File: src/rtl/iterative_shift_unit_if.sv
// Handshake and data bundle for the iterative shift unit.
// The master side issues operands and consumes results; the slave side is
// the shift unit itself.
interface iterative_shift_unit_if #(
    parameter int WIDTH   = 8,
    parameter int SHAMT_W = $clog2(WIDTH) + 1
);
    // Request channel
    logic               in_valid;
    logic               in_ready;
    logic [WIDTH-1:0]   A;
    logic [SHAMT_W-1:0] Shift_value;
    logic [1:0]         Mode;

    // Response channel
    logic               out_valid;
    logic               out_ready;
    logic [WIDTH-1:0]   Result;
    logic               Range_err;

    // Status
    logic               Busy;

    modport master (
        output in_valid,
        output A,
        output Shift_value,
        output Mode,
        output out_ready,
        input  in_ready,
        input  out_valid,
        input  Result,
        input  Range_err,
        input  Busy
    );

    modport slave (
        input  in_valid,
        input  A,
        input  Shift_value,
        input  Mode,
        input  out_ready,
        output in_ready,
        output out_valid,
        output Result,
        output Range_err,
        output Busy
    );
endinterface

File: src/rtl/iterative_shift_unit.sv
// Iterative multi-mode shifter (LSR / LSL / ASR / ROR).
// An accepted operand is shifted up to STEP positions per cycle in the SHIFT
// state, then presented in DONE until the consumer takes it. Out-of-range
// shift amounts skip SHIFT entirely and report Range_err with A unchanged.
module iterative_shift_unit #(
    parameter int WIDTH   = 8,
    parameter int SHAMT_W = $clog2(WIDTH) + 1,
    parameter int STEP    = 1
) (
    input  logic                  clk,
    input  logic                  rst_n,
    iterative_shift_unit_if.slave bus
);

    typedef enum logic [1:0] {
        ST_IDLE  = 2'b00,
        ST_SHIFT = 2'b01,
        ST_DONE  = 2'b10
    } state_e;

    localparam logic [1:0] MODE_LSR = 2'b00;
    localparam logic [1:0] MODE_LSL = 2'b01;
    localparam logic [1:0] MODE_ASR = 2'b10;
    localparam logic [1:0] MODE_ROR = 2'b11;

    // Largest legal shift amount and the per-cycle stepping limit.
    localparam logic [SHAMT_W-1:0] MAX_SHAMT = SHAMT_W'(WIDTH - 1);
    localparam logic [SHAMT_W-1:0] STEP_AMT  = SHAMT_W'(STEP);
    localparam logic [SHAMT_W-1:0] ZERO_AMT  = {SHAMT_W{1'b0}};

    // Single-position shift for the selected mode.
    function automatic logic [WIDTH-1:0] shift_one(
        input logic [WIDTH-1:0] value,
        input logic [1:0]       mode
    );
        logic [WIDTH-1:0] res;
        case (mode)
            MODE_LSR: res = {1'b0, value[WIDTH-1:1]};
            MODE_LSL: res = {value[WIDTH-2:0], 1'b0};
            MODE_ASR: res = {value[WIDTH-1], value[WIDTH-1:1]};
            MODE_ROR: res = {value[0], value[WIDTH-1:1]};
            default:  res = value;
        endcase
        return res;
    endfunction

    // Shift by 'amount' positions (amount <= STEP) as a chain of STEP
    // conditional single-position stages; stages beyond 'amount' pass through.
    function automatic logic [WIDTH-1:0] shift_by(
        input logic [WIDTH-1:0]   value,
        input logic [1:0]         mode,
        input logic [SHAMT_W-1:0] amount
    );
        logic [WIDTH-1:0] res;
        res = value;
        for (int i = 0; i < STEP; i++) begin
            if (SHAMT_W'(i) < amount) begin
                res = shift_one(res, mode);
            end else begin
                res = res;
            end
        end
        return res;
    endfunction

    // State and datapath registers
    state_e             r_state;
    logic [WIDTH-1:0]   r_result;
    logic               r_range_err;
    logic [SHAMT_W-1:0] r_remaining;
    logic [1:0]         r_mode;
    logic               r_out_valid;
    logic               r_in_ready;
    logic               r_busy;

    // Next-state values
    state_e             w_next_state;
    logic [WIDTH-1:0]   w_result_nxt;
    logic               w_range_err_nxt;
    logic [SHAMT_W-1:0] w_remaining_nxt;
    logic [1:0]         w_mode_nxt;

    // Per-cycle step helpers
    logic [SHAMT_W-1:0] w_step_amt;
    logic [SHAMT_W-1:0] w_rem_after;
    logic [WIDTH-1:0]   w_shifted;

    // Step size for this SHIFT cycle: min(STEP, remaining) and the shifted value.
    always_comb begin
        w_step_amt  = (r_remaining < STEP_AMT) ? r_remaining : STEP_AMT;
        w_rem_after = r_remaining - w_step_amt;
        w_shifted   = shift_by(r_result, r_mode, w_step_amt);
    end

    // Next-state and datapath update logic; registers hold unless a state acts.
    always_comb begin
        w_next_state    = r_state;
        w_result_nxt    = r_result;
        w_range_err_nxt = r_range_err;
        w_remaining_nxt = r_remaining;
        w_mode_nxt      = r_mode;

        case (r_state)
            ST_IDLE: begin
                if (bus.in_valid) begin
                    w_result_nxt    = bus.A;
                    w_mode_nxt      = bus.Mode;
                    w_remaining_nxt = bus.Shift_value;
                    if (bus.Shift_value > MAX_SHAMT) begin
                        w_range_err_nxt = 1'b1;
                        w_next_state    = ST_DONE;
                    end else if (bus.Shift_value == ZERO_AMT) begin
                        w_range_err_nxt = 1'b0;
                        w_next_state    = ST_DONE;
                    end else begin
                        w_range_err_nxt = 1'b0;
                        w_next_state    = ST_SHIFT;
                    end
                end else begin
                    w_next_state = ST_IDLE;
                end
            end

            ST_SHIFT: begin
                w_result_nxt    = w_shifted;
                w_remaining_nxt = w_rem_after;
                if (w_rem_after == ZERO_AMT) begin
                    w_next_state = ST_DONE;
                end else begin
                    w_next_state = ST_SHIFT;
                end
            end

            ST_DONE: begin
                // Result is held until the consumer takes it; the request side
                // stays closed for this cycle even if the result is taken.
                if (bus.out_ready) begin
                    w_next_state = ST_IDLE;
                end else begin
                    w_next_state = ST_DONE;
                end
            end

            default: begin
                w_next_state = ST_IDLE;
            end
        endcase
    end

    // FSM state register.
    always_ff @(posedge clk or negedge rst_n) begin
        if (!rst_n) begin
            r_state <= ST_IDLE;
        end else begin
            r_state <= w_next_state;
        end
    end

    // Datapath registers: result, range flag, remaining count and mode.
    always_ff @(posedge clk or negedge rst_n) begin
        if (!rst_n) begin
            r_result    <= {WIDTH{1'b0}};
            r_range_err <= 1'b0;
            r_remaining <= {SHAMT_W{1'b0}};
            r_mode      <= 2'b00;
        end else begin
            r_result    <= w_result_nxt;
            r_range_err <= w_range_err_nxt;
            r_remaining <= w_remaining_nxt;
            r_mode      <= w_mode_nxt;
        end
    end

    // Registered status outputs decoded from the upcoming state.
    always_ff @(posedge clk or negedge rst_n) begin
        if (!rst_n) begin
            r_out_valid <= 1'b0;
            r_in_ready  <= 1'b1;
            r_busy      <= 1'b0;
        end else begin
            r_out_valid <= (w_next_state == ST_DONE);
            r_in_ready  <= (w_next_state == ST_IDLE);
            r_busy      <= (w_next_state != ST_IDLE);
        end
    end

    assign bus.Result    = r_result;
    assign bus.Range_err = r_range_err;
    assign bus.out_valid = r_out_valid;
    assign bus.in_ready  = r_in_ready;
    assign bus.Busy      = r_busy;

endmodule
File: src/flat_wrapper.sv
// flat-port wrapper written by rule: the top's interface ports become plain ports
module iterative_shift_unit_flat 
#(
    parameter int WIDTH   = 8,
    parameter int SHAMT_W = $clog2(WIDTH) + 1,
    parameter int STEP    = 1
)
  (clk, rst_n, bus_in_valid, bus_A, bus_Shift_value, bus_Mode, bus_out_ready, bus_in_ready, bus_out_valid, bus_Result, bus_Range_err, bus_Busy);
  iterative_shift_unit_if #(.WIDTH(WIDTH), .SHAMT_W(SHAMT_W)) bus_i ();
  input  logic clk;
  input  logic rst_n;
  input wire logic [$bits(bus_i.in_valid)-1:0] bus_in_valid;
  input wire logic [$bits(bus_i.A)-1:0] bus_A;
  input wire logic [$bits(bus_i.Shift_value)-1:0] bus_Shift_value;
  input wire logic [$bits(bus_i.Mode)-1:0] bus_Mode;
  input wire logic [$bits(bus_i.out_ready)-1:0] bus_out_ready;
  output wire logic [$bits(bus_i.in_ready)-1:0] bus_in_ready;
  output wire logic [$bits(bus_i.out_valid)-1:0] bus_out_valid;
  output wire logic [$bits(bus_i.Result)-1:0] bus_Result;
  output wire logic [$bits(bus_i.Range_err)-1:0] bus_Range_err;
  output wire logic [$bits(bus_i.Busy)-1:0] bus_Busy;
  assign bus_i.in_valid = bus_in_valid;
  assign bus_i.A = bus_A;
  assign bus_i.Shift_value = bus_Shift_value;
  assign bus_i.Mode = bus_Mode;
  assign bus_i.out_ready = bus_out_ready;
  assign bus_in_ready = bus_i.in_ready;
  assign bus_out_valid = bus_i.out_valid;
  assign bus_Result = bus_i.Result;
  assign bus_Range_err = bus_i.Range_err;
  assign bus_Busy = bus_i.Busy;
  iterative_shift_unit #(.WIDTH(WIDTH), .SHAMT_W(SHAMT_W), .STEP(STEP)) u_core (.clk(clk), .rst_n(rst_n), .bus(bus_i));
endmodule
File: config.mk
export PLATFORM = sky130hd
export DESIGN_NAME = iterative_shift_unit_flat
export DESIGN_NICKNAME = d
export VERILOG_FILES = /design/src/rtl/iterative_shift_unit_if.sv /design/src/rtl/iterative_shift_unit.sv /design/src/flat_wrapper.sv
export SDC_FILE = /design/constraint.sdc
export NUM_CORES = 1
export LEC_CHECK = 0
export CAP_MARGIN = 20
export CORE_MARGIN = 2
export CORE_UTILIZATION = 40
export DETAILED_ROUTE_END_ITERATION = 12
export PLACE_DENSITY = 0.68
export SKIP_LAST_GASP = 1
export SYNTH_ARGS = -nofsm -noshare
export SYNTH_HDL_FRONTEND = slang
export SYNTH_SLANG_ARGS = --single-unit
File: constraint.sdc
create_clock -name clk -period 2.6 [get_ports clk]
set_input_delay 0.26 -clock clk [delete_from_list [all_inputs] [get_ports clk]]
set_output_delay 0.26 -clock clk [all_outputs]
set_load 0.01 [all_outputs]
# Yosys cells after proc, flatten, opt, wreduce, memory -nomap -nowiden

Cells that the tools add are included.

Input port bits: 18
Word-level logic and storage cells: 47
Output and inout port bits: 12
Bits in registers: 20

Reduce and logical (&&, ||, !) cells: 11
Equal/unequal tests: 9
Add/subtract/negate cells: 1
Magnitude comparators: 3
Mux-type cells: 14

Operator list:

| cell                                                           | count |
|---|---|
| one-hot mux 8 bit (4 select lines)                             | 1 |
| two-way mux 8 bit                                              | 2 |
| one-hot mux 8 bit (2 select lines)                             | 1 |
| two-way mux 2 bit                                              | 5 |
| == test 2 bit (second input constant)                          | 4 |
| logical NOT 4 bit                                              | 2 |
| two-way mux 4 bit                                              | 2 |
| one-hot mux 4 bit (2 select lines)                             | 1 |
| logical NOT 2 bit                                              | 3 |
| one-hot mux 2 bit (3 select lines)                             | 1 |
| == test 2 x 1 -> 1 bit (second input constant)                 | 2 |
| greater-than comparator 4 x 3 -> 1 bit (second input constant) | 1 |
| < comparator 1 x 4 -> 1 bit (first input constant)             | 1 |
| < comparator 4 x 1 -> 1 bit (second input constant)            | 1 |
| inequality test 2 bit (second input constant)                  | 2 |
| AND reduction 2 bit                                            | 2 |
| AND reduction 4 bit                                            | 1 |
| nonzero test 2 bit                                             | 2 |
| subtractor 4 bit                                               | 1 |
| AND reduction 3 bit                                            | 1 |
| inequality test 2 x 1 -> 1 bit (second input constant)         | 1 |
| two-way mux 1 bit                                              | 1 |

# Longest topological paths before layout

Word-level depth: 7
Depth in mapped cells: 8
Gate-level depth less buffers: 7

# Worst setup path before layout

No wires, ideal clock.

Kind: register to register
From: reg u_core.r_remaining[1]
To: reg u_core.r_state[0]
Arrival time: 1.701 ns
Setup time: 0.121 ns
Stages on the path, launching flop included: 8
Buffers on the path: 1
Clock period less this slack: 1.822 ns
Data required time: 2.479 ns
Setup slack: 0.778 ns
Cell sequence: dfrtp_1 -> buf_6 -> nor4_4 -> or2_2 -> ha_1 -> nor4b_1 -> o31ai_1 -> a22o_1

Longest elaborated chain between the ends: 6

Ends and longest elaborated chain:

| element                              | line                        | source |
|---|---|---|
| from (decl)                          | iterative_shift_unit.sv:70  | `logic [SHAMT_W-1:0] r_remaining;` |
| from (signal assigned)               | iterative_shift_unit.sv:164 | `r_remaining <= {SHAMT_W{1'b0}};` |
| from (signal assigned)               | iterative_shift_unit.sv:169 | `r_remaining <= w_remaining_nxt;` |
| < comparator 4 x 1 -> 1 bit          | iterative_shift_unit.sv:90  | `w_step_amt = (r_remaining < STEP_AMT) ? r_remaining : STEP_AMT;` |
| two-way mux 4 bit                    | iterative_shift_unit.sv:90  |  |
| subtractor 4 bit *                   | iterative_shift_unit.sv:91  | `w_rem_after = r_remaining - w_step_amt;` |
| logical NOT 4 bit *                  | iterative_shift_unit.sv:127 | `if (w_rem_after == ZERO_AMT) begin` |
| two-way mux 2 bit *                  | iterative_shift_unit.sv:127 |  |
| one-hot mux 2 bit (3 select lines) * | iterative_shift_unit.sv:103 | `case (r_state)` |
| via u_core.w_next_state[0]           | iterative_shift_unit.sv:77  | `state_e w_next_state;` |
| to (signal assigned)                 | iterative_shift_unit.sv:155 | `r_state <= w_next_state;` |
| to (decl)                            | iterative_shift_unit.sv:67  | `state_e r_state;` |

Mark *: on every way through the listed nets, which the timed path passes. The rest lies on a longest branch.
A chain may end at the register's enable or synchronous reset.

# Worst setup path in the final report

Ends and elaborated chain as after synthesis.

==> run_results.csv <==
group,metric,value,unit
cells_and_area,num_antenna_cells,0,
timing,tightest_slew,0.727,ns
timing,relSlewSlack,0.514,
synthesis,synth_area_per_cell,10.7,um^2
pwr,irDropWorstVdd,0.000768,V
floorplan,die_w,57.9,um
route,top_layer_used,"met4",
cells_and_area,nFillCells,273,
cells_and_area,syn2layout_area_growth,25.8,%
flow_run,maxCapViolCount,0,
worst_setup_path,cp_max_fo,8,
cells_and_area,multi_input_area,577,um^2
clock_tree,postCtsResizedCells,0,
place,dp_hpwl,1890,um
worst_setup_path,path_class,"register to register",
synthesis,synth-edff-count,0,
route,met1_length,1140,um
synthesis,ys_seq_area_frac,0.432,
worst_setup_path,r2r_slack,0.61,ns
place,dp_cells,163,
pwr,power_density,1210,nW/um^2
cells_and_area,regArea,502,um^2
clock_tree,post-cts-setup-buffers,0,
route,first_iter_violations,28,
synthesis,synthCells,109,
clock_tree,cts_root_buf,"clkbuf_4",
synthesis,synth_area,1160,um^2
clock_tree,numCtsBuffers,3,
synthesis,synth-seq-cells,20,
route,wl_met2,1290,um
floorplan,ios,30,
clock_tree,hold_buffers,0,
timing,whs,0.290,ns
synthesis,synth_nets,129,
clock_tree,cts_tree,"done",
timing,hold_viol,0,
cells_and_area,finalNetCount,157,
floorplan,rows,19,
route,antenna_violating_nets_post_route,0,
worst_setup_path,cp-start-kind,"register",
grt,grt_pass1_wl,4330,um
route,firstDrtPassIters,4,
floorplan,dieArea,3350,um^2
route,dr_wl_met3,141,um
worst_setup_path,critPathArrivalTime,2.18,ns
route,post_drt_wl_per_cell,15.5,um
synthesis,synth_ff_type,"dfrtp_1",
floorplan,die_h,57.9,um
floorplan,start_util,0.421,
pwr,p_leak,0.608,nW
cells_and_area,drive_gt1_frac,0.110,
clock_tree,clock-sinks,20,
place,gp_congestion,0.736,
route,wl,2580,um
timing,fin_crit,1.99,ns
timing,skew,0.0111,ns
route,drcViolationCount,0,
grt,track_usage,0.170,
timing,tns,0,ns
clock_tree,path_clk_slew,0.11,ns
cells_and_area,final_cell_count_no_fill,167,
synthesis,ys_warn_count,0,
worst_setup_path,r2r-end,"u_core.r_state[0]",
grt,grt_max_degree,21,
place,io_buffers,29,
route,viasPerCell,5.55,
grt,gr-total-overflow,0,
clock_tree,clk_latency,0.30,ns
hold_path,hold_path.class,"input port to asynchronous set/reset pin",
clock_tree,clockBufferDepth,2,
status,status,"finished clean",
timing,fmax,504,MHz
worst_setup_path,reg2reg_depth,6,
synthesis,async_flop_share,1.00,
cells_and_area,finalInstanceArea,1460,um^2
worst_setup_path,crit_required,2.80,ns
timing,drv_slew,0,
timing,rsz0062_at_grt,"false",
worst_setup_path,r2r-start,"u_core.r_remaining[1]",
grt,antenna_found_initial,0,
synthesis,ys_types,37,
place,placed_cell_area,1430,um^2
timing,setup_viol,0,
timing,finalCritPeriodShare,0.763,
route,dr_total_vias,927,
pwr,fin_total_pwr,1.77,mW
floorplan,coreArea,2760,um^2
worst_setup_path,crit_path_end_kind,"register",
grt,grt_pass1_vias,950,
clock_tree,htreeDepth,1,
[cell type report]
cell class	instances	area share
Inverter	5	0.0129
Tap cell	31	0.0266
Sequential cell	20	0.344
Multi-Input combinational cell	77	0.395
Timing Repair Buffer	30	0.204
Clock buffer	4	0.0180
[Yosys cell counts, types with 2 or more instances]
cell type	instances	area [um^2]
a21oi_1	2	10.0
nor2b_1	3	18.8
nor4b_1	2	17.5
ha_1	2	25.0
mux2i_1	7	70.1
dfrtp_1	19	475
mux2_2	3	33.8
a211oi_1	4	30.0
buf_2	2	10.0
o22ai_1	2	12.5
a211oi_2	2	25.0
a22oi_1	2	15.0
nand2_1	5	18.8
o31ai_1	2	15.0
buf_6	2	22.5
a221oi_1	2	17.5
nor3_1	5	25.0
a21o_1	6	45.0
nor2_1	9	33.8
o31a_1	2	17.5
o21ai_0	5	25.0
o221ai_1	2	17.5
inv_1	5	18.8
[power breakdown]
part / internal (mW) / leakage, nW / switching, mW
logic: 0.498 / 0.354 / 0.428
clock network: 0.0597 / 0.0150 / 0.0911
registers: 0.474 / 0.239 / 0.222
total: 1.03 / 0.608 / 0.741
[logic make-up after synthesis]
kind of cell	count (synthesis)	share of synthesized area
compound gates	34	0.225
simple gates	31	0.161
flops	20	0.432
buf+inv	12	0.0711
mux	10	0.0894
fa+ha+maj	2	0.0215
[metrics by stage]
| step | worst slack (ns) | utilization |
|---|---|---|
| after global routing | 0.550 | 0.529 |
| after detailed placement | 0.622 | 0.520 |
| after floorplan | 0.778 | - |
| after CTS | 0.620 | 0.529 |
| final | 0.615 | 0.529 |
| after global placement | 0.693 | 0.520 |
[layer usage]
layer  GRT usage  vias to the layer above
met5           0                        -
met4      0.0598                        0
met3      0.0268                        2
met2       0.294                       24
met1       0.217                      447
li1            -                      454
[sequential cells by signal, summed over array words and instances (netlist names)]
register,count
u_core.bus.in_ready,1
u_core.r_remaining,4
u_core.bus.out_valid,1
u_core.r_mode,2
u_core.bus.Busy,1
u_core.bus.Result,8
u_core.r_state,2
u_core.bus.Range_err,1
[worst max-delay path, stage by stage, from the launching register on]
cell	delay (ns)
dfrtp_1	0.48
nor4_4	0.37
or2_2	0.20
ha_1	0.22
nor4b_1	0.25
o31ai_1	0.16
a22o_1	0.22
[cell usage in the layout (no fill, tap or decap), types with 4 or more instances in the layout]
master	n
inv_1	5
dfrtp_1	19
nand2_1	5
clkdlybuf4s50_1	29
nor2_1	9
o21ai_0	5
a211oi_1	4
mux2i_1	7
nor3_1	5
a21o_1	6
[worst max-delay path by stage]
stage	from	to	slack, ns	cells after the start
after CTS	u_core.r_remaining[1]	u_core.r_state[0]	0.62	6
final	u_core.r_remaining[1]	u_core.r_state[0]	0.61	6
after global placement	u_core.r_remaining[1]	u_core.bus.out_valid	0.69	6
after global routing	u_core.r_remaining[1]	u_core.r_state[0]	0.55	6
after floorplan	u_core.r_remaining[1]	u_core.r_state[0]	0.78	7
after detailed placement	u_core.r_remaining[1]	u_core.r_state[0]	0.62	6
Power figures use the tool's default switching activity.
